**src/rtl/somador_multiciclo_ctrl_pkg.sv**
```systemverilog
// Shared definitions for the multi-cycle wide adder controller: FSM state encoding.
// Imported by the controller top; the chunk adder itself is state-free.
package somador_multiciclo_ctrl_pkg;

  localparam int ESTADO_W = 2;

  typedef enum logic [ESTADO_W-1:0] {
    IDLE = 2'd0,
    SOMA = 2'd1,
    FIM  = 2'd2
  } estado_t;

endpackage

```
**src/rtl/somador_completo_nbits.sv**
```systemverilog
// N-bit ripple-carry adder, purely combinational (zero latency, no flow control).
module somador_completo_nbits #(
  parameter int N = 4
) (
  input  logic [N-1:0] A,
  input  logic [N-1:0] B,
  input  logic         Cin,
  output logic [N-1:0] S,
  output logic         Cout
);

  logic carry;

  always_comb begin
    S     = '0;
    carry = Cin;
    for (int i = 0; i < N; i++) begin
      S[i]  = A[i] ^ B[i] ^ carry;
      carry = (A[i] & B[i]) | (carry & (A[i] ^ B[i]));
    end
    Cout = carry;
  end

endmodule

```
**src/rtl/somador_multiciclo_ctrl.sv**
```systemverilog
// W=N*K bit adder time-sharing one N-bit adder over K cycles; done K+1 cycles after start, start ignored while busy.
// Optional SOMADOR_OVF_EN adds output V, the signed overflow of the final result.
module somador_multiciclo_ctrl
  import somador_multiciclo_ctrl_pkg::*;
#(
  parameter  int N = 4,
  parameter  int K = 4,
  localparam int W = N * K
) (
  input  logic         clk,
  input  logic         rst,
  input  logic         start,
  input  logic [W-1:0] A,
  input  logic [W-1:0] B,
  input  logic         Cin,
  output logic         busy,
  output logic         done,
  output logic [W-1:0] S,
  output logic         Cout
`ifdef SOMADOR_OVF_EN
  ,
  output logic         V
`endif
);

  // K >= 2 is assumed; the counter only needs to reach K-1.
  localparam int              CNT_W  = (K > 1) ? $clog2(K) : 1;
  localparam logic [CNT_W-1:0] ULTIMO = CNT_W'(K - 1);

  estado_t          state_q, state_d;
  logic [W-1:0]     a_q, a_d;
  logic [W-1:0]     b_q, b_d;
  logic [W-1:0]     sacc_q, sacc_d;
  logic [W-1:0]     s_q, s_d;
  logic             carry_q, carry_d;
  logic             cout_q, cout_d;
  logic [CNT_W-1:0] cnt_q, cnt_d;
`ifdef SOMADOR_OVF_EN
  logic             v_q, v_d;
`endif

  logic [N-1:0] add_s;
  logic         add_cout;
  logic         carry_msb;

  somador_completo_nbits #(
    .N (N)
  ) u_somador (
    .A    (a_q[N-1:0]),
    .B    (b_q[N-1:0]),
    .Cin  (carry_q),
    .S    (add_s),
    .Cout (add_cout)
  );

  // Carry into the chunk MSB, recovered from the sum bit; only meaningful on the last chunk.
  assign carry_msb = a_q[N-1] ^ b_q[N-1] ^ add_s[N-1];

  always_comb begin
    state_d = state_q;
    a_d     = a_q;
    b_d     = b_q;
    sacc_d  = sacc_q;
    s_d     = s_q;
    carry_d = carry_q;
    cout_d  = cout_q;
    cnt_d   = cnt_q;
`ifdef SOMADOR_OVF_EN
    v_d     = v_q;
`endif
    busy    = 1'b0;
    done    = 1'b0;

    unique case (state_q)
      IDLE: begin
        if (start) begin
          a_d     = A;
          b_d     = B;
          carry_d = Cin;
          cnt_d   = '0;
          state_d = SOMA;
        end
      end

      SOMA: begin
        busy    = 1'b1;
        a_d     = a_q >> N;
        b_d     = b_q >> N;
        sacc_d  = {add_s, sacc_q[W-1:N]};
        carry_d = add_cout;
        cnt_d   = cnt_q + CNT_W'(1);
        if (cnt_q == ULTIMO) begin
          state_d = FIM;
          s_d     = {add_s, sacc_q[W-1:N]};
          cout_d  = add_cout;
`ifdef SOMADOR_OVF_EN
          v_d     = carry_msb ^ add_cout;
`endif
        end
      end

      FIM: begin
        done    = 1'b1;
        state_d = IDLE;
        // Back-to-back: a start here is taken exactly as in IDLE.
        if (start) begin
          a_d     = A;
          b_d     = B;
          carry_d = Cin;
          cnt_d   = '0;
          state_d = SOMA;
        end
      end

      default: state_d = IDLE;
    endcase
  end

  always_ff @(posedge clk) begin
    if (rst) begin
      state_q <= IDLE;
      a_q     <= '0;
      b_q     <= '0;
      sacc_q  <= '0;
      s_q     <= '0;
      carry_q <= 1'b0;
      cout_q  <= 1'b0;
      cnt_q   <= '0;
`ifdef SOMADOR_OVF_EN
      v_q     <= 1'b0;
`endif
    end else begin
      state_q <= state_d;
      a_q     <= a_d;
      b_q     <= b_d;
      sacc_q  <= sacc_d;
      s_q     <= s_d;
      carry_q <= carry_d;
      cout_q  <= cout_d;
      cnt_q   <= cnt_d;
`ifdef SOMADOR_OVF_EN
      v_q     <= v_d;
`endif
    end
  end

  assign S    = s_q;
  assign Cout = cout_q;
`ifdef SOMADOR_OVF_EN
  assign V    = v_q;
`else
  // Only consumed by the overflow output.
  logic unused_carry_msb;
  assign unused_carry_msb = carry_msb;
`endif

endmodule

```
**config.mk**
```make
export PLATFORM = sky130hd
export DESIGN_NAME = somador_multiciclo_ctrl
export DESIGN_NICKNAME = d
export VERILOG_FILES = /design/src/rtl/somador_multiciclo_ctrl_pkg.sv /design/src/rtl/somador_completo_nbits.sv /design/src/rtl/somador_multiciclo_ctrl.sv
export SDC_FILE = /design/constraint.sdc
export NUM_CORES = 1
export LEC_CHECK = 0
export CAP_MARGIN = 20
export CORE_ASPECT_RATIO = 0.9
export CORE_MARGIN = 4
export CORE_UTILIZATION = 45
export DETAILED_ROUTE_END_ITERATION = 8
export MAX_ROUTING_LAYER = met4
export PLACE_DENSITY = 0.71
export SYNTH_ARGS = -nofsm -noshare
export SYNTH_HDL_FRONTEND = slang
export SYNTH_SLANG_ARGS = --single-unit
export TNS_END_PERCENT = 20
```
**constraint.sdc**
```tcl
create_clock -name clk -period 3.5 [get_ports clk]
set_input_delay 0.875 -clock clk [delete_from_list [all_inputs] [get_ports clk]]
set_output_delay 0.875 -clock clk [all_outputs]
set_load 0.01 [all_outputs]
```
==> metrics.md <==
| Metric | Value |
|---|---|
| Die height | `83.6 µm` |
| CTS resizes | `0` |
| Largest net degree at the start of global routing | `42` |
| Initial antenna violation count | `0` |
| Layout cell share with drive strength beyond 1 | `12.7%` |
| Fin util | `58.9%` |
| Cells after Synth | `304` |
| Largest family of logic cells by synthesized area | `compound AO/OA/AOI/OAI gates` |
| Worst-path clk slew | `80 ps` |
| Worst Path Arrival | `1770 ps` |
| First DRT Iteration DRCs | `153` |
| First-pass GRT wire length | `roughly 10000 µm` |
| Cell area after synthesis | `roughly 2900 µm²` |
| H-tree depth | `3` |
| Reg area | `1320 µm²` |
| Worst IR drop on VDD | `around 220 µV` |
| Switching power share of the total | `26.0%` |
| Setup_tns | `0 ps` |
| P_sw | `roughly 470 µW` |
| Die ar. | `about 7700 µm²` |
| GRT Resource Usage Total | `17.4%` |
| Critical Path RT | `2620 ps` |
| Syn Area/Cell | `9.40 µm²` |
| Fin crit period | `2650 ps` |
| Multi-input gate area | `1360 µm²` |
| Antenna Violating Nets Remaining | `0` |
| Max Clk Rate | `0.378 GHz` |
| Count of different cell masters after synthesis | `28` |
| Hold Buf Count CTS | `0` |
| Worst Path Max Fanout | `20` |
| DRC errors left | `0` |
| CTS Buf Count | `9` |
| Pwr dens | `502 nW/µm²` |
| Initial Util | `46.5%` |
| Slew headroom | `about 45%` |
| Crit Path Class | `register to output pin` |
| P_int | `1.34 mW` |
| Clock sink count | `66` |
| N_diodes | `0` |
| Slew @ Worst Pin | `829 ps` |
| Die W | `92.0 µm` |
| Row count | `27` |
| Register area share after synthesis | `46.2%` |
| Vias in the first global route | `around 2200` |
| DP HPWL | `approximately 4000 µm` |
| Comb power frac | `14.7%` |
| Post-synthesis simple-gate area fraction | `16.4%` |
| Gpl congestion | `between 0.7 and 0.8` |
| Core Area | `6150 µm²` |
| I/O pin cnt | `55` |
| Status | `finished, final reports clean` |
| Seq pwr share | `45.5%` |
| Period utilization | `about 76%` |
| Worst R2R Path Depth | `8` |
| TritonCTS clock tree | `yes` |
| Synth-to-Final Area Change | `26.7%` |
| WHS | `442 ps` |
| Grt total ovfl | `0` |
| Post-CTS Setup Bufs | `0` |
| Via Count | `2254` |
| Max-cap violations | `0` |
| RSZ-0062 raised after global routing | `no` |
| Nets | `around 400` |
| Root Buffer | `clkbuf_8` |
| Nature of the critical path endpoint | `output pin` |
| DRT Pass-1 Iters | `5` |
| Yosys warns | `0` |
| XOR/XNOR Fraction of Synth Area | `0%` |
| Leakage | `1.28 nW` |
| Worst-Skew Late Latency | `350 ps` |
| DR WL/cell | `13.9 µm` |
| Worst Hold Class | `register to register` |
| Critical path launch point type | `register` |
| WHS Path Cells | `2` |
| Final-report setup violation count | `0` |
| Fillers | `577` |
| Final Skew | `13.1 ps` |
| # port buffers | `54` |
| Count of final max-slew check failures | `0` |
| Syn nets | `345` |
| Seq cells post-synth | `66` |
| Power Total | `between 1.5 and 2 mW` |
| Longest Clk Path Bufs | `2` |
| Adder-cell share of the synthesized area | `3.24%` |
| Vias per inst | `just over 5` |
| Post-Route WL | `6100 µm` |
| Compound-gate portion of the synthesized area | `between 15 and 20%` |
| Hold Fails Final Rpt | `0` |
| Clock power frac | `39.9%` |
| Mux cell area share after synthesis | `9.80%` |
cells by family after synthesis:
family          count (synthesis)
flops                          66
buf+inv                        35
simple gates                  105
compound gates                 65
mux                            28
fa+ha+maj                       5
worst paths after layout:
check                                        startpoint                  to  slack (ps)
worst max register to register      a_q[0]$_SDFFE_PP0P_  S[15]$_SDFFE_PP0P_        1270
worst min register to register   sacc_q[4]$_SDFFE_PP0P_   S[0]$_SDFFE_PP0P_         440
worst min-delay path             sacc_q[4]$_SDFFE_PP0P_   S[0]$_SDFFE_PP0P_         440
worst max-delay path            state_q[1]$_SDFFE_PP0P_                busy         850
flip-flops by register name (all words and copies together) (netlist names):
signal,count
S,16
a_q,16
b_q,16
sacc_q,12
cnt_q,2
state_q,2
Cout,1
carry_q,1
synthesized netlist by cell type (all sizes together):
| master | count | share of area, % |
|---|---|---|
| nor2 | 10 | 1.3 |
| nand3b | 1 | 0.26 |
| and3b | 1 | 0.31 |
| and2 | 1 | 0.22 |
| o21a | 1 | 0.26 |
| nand3 | 7 | 1.2 |
| a21oi | 31 | 5.4 |
| a211oi | 30 | 11 |
| a2bb2oi | 3 | 0.92 |
| clkbuf | 3 | 0.39 |
| dfxtp | 66 | 46 |
| inv | 9 | 1.2 |
| nor2b | 1 | 0.22 |
| nand2 | 55 | 7.5 |
| ha | 1 | 0.44 |
| nor3 | 25 | 4.4 |
| buf | 23 | 4.8 |
| mux2i | 28 | 9.8 |
| nand2b | 3 | 0.74 |
| fa | 4 | 2.8 |
| and2b | 1 | 0.26 |
cell usage in the layout (no fill, tap or decap), types with 2 or more instances in the layout:
| cell type | n |
|---|---|
| a211oi_1 | 10 |
| a211oi_2 | 20 |
| a21oi_1 | 31 |
| a2bb2oi_1 | 3 |
| buf_4 | 5 |
| bufinv_16 | 2 |
| clkbuf_8 | 10 |
| clkdlybuf4s50_1 | 53 |
| clkinv_4 | 2 |
| dfxtp_1 | 66 |
| fa_1 | 4 |
| inv_1 | 8 |
| mux2i_1 | 28 |
| nand2_1 | 54 |
| nand2b_1 | 2 |
| nand3_1 | 7 |
| nor2_1 | 10 |
| nor3_1 | 25 |
stage by stage:
step	cell area, µm²	instances	setup WS [ps]
after global routing	3620	440	757
after detailed placement	3390	424	999
final	3620	440	854
after global placement	3390	424	1030
after floorplan	2860	304	1450
after CTS	3620	440	855
cell type report:
class / count / area share, %
Inverter: 9 / 0.933
Multi-Input combinational cell: 203 / 37.5
Clock inverter: 6 / 2.49
Clock buffer: 10 / 3.80
Timing Repair Buffer: 59 / 15.8
Sequential cell: 66 / 36.5
Tap cell: 87 / 3.01
power groups by stage:
stage / clock network, mW / registers, mW / logic [mW]
2_1_floorplan: 0 / 0.835 / 0.197
3_3_place_gp: 0 / 0.842 / 0.263
3_5_place_dp: 0 / 0.843 / 0.267
4_1_cts: 0.734 / 0.826 / 0.268
5_1_grt: 0.768 / 0.833 / 0.293
6_report: 0.724 / 0.826 / 0.266
per-layer routing:
layer / vias up / wire length, µm / track usage (%)
li1: 1140 / - / -
met3: 14 / 294 / 5.41
met5: - / 0 / -
met4: 0 / 170 / 7.69
met1: 1052 / 3040 / 22.7
met2: 48 / 2600 / 24.6
worst max-delay path: stages (launching register included):
cell and delay [ps]:
dfxtp_1 340, nand2b_2 400, inv_2 140, clkdlybuf4s50_1 540
No activity file was read; power rests on OpenSTA's default activity.
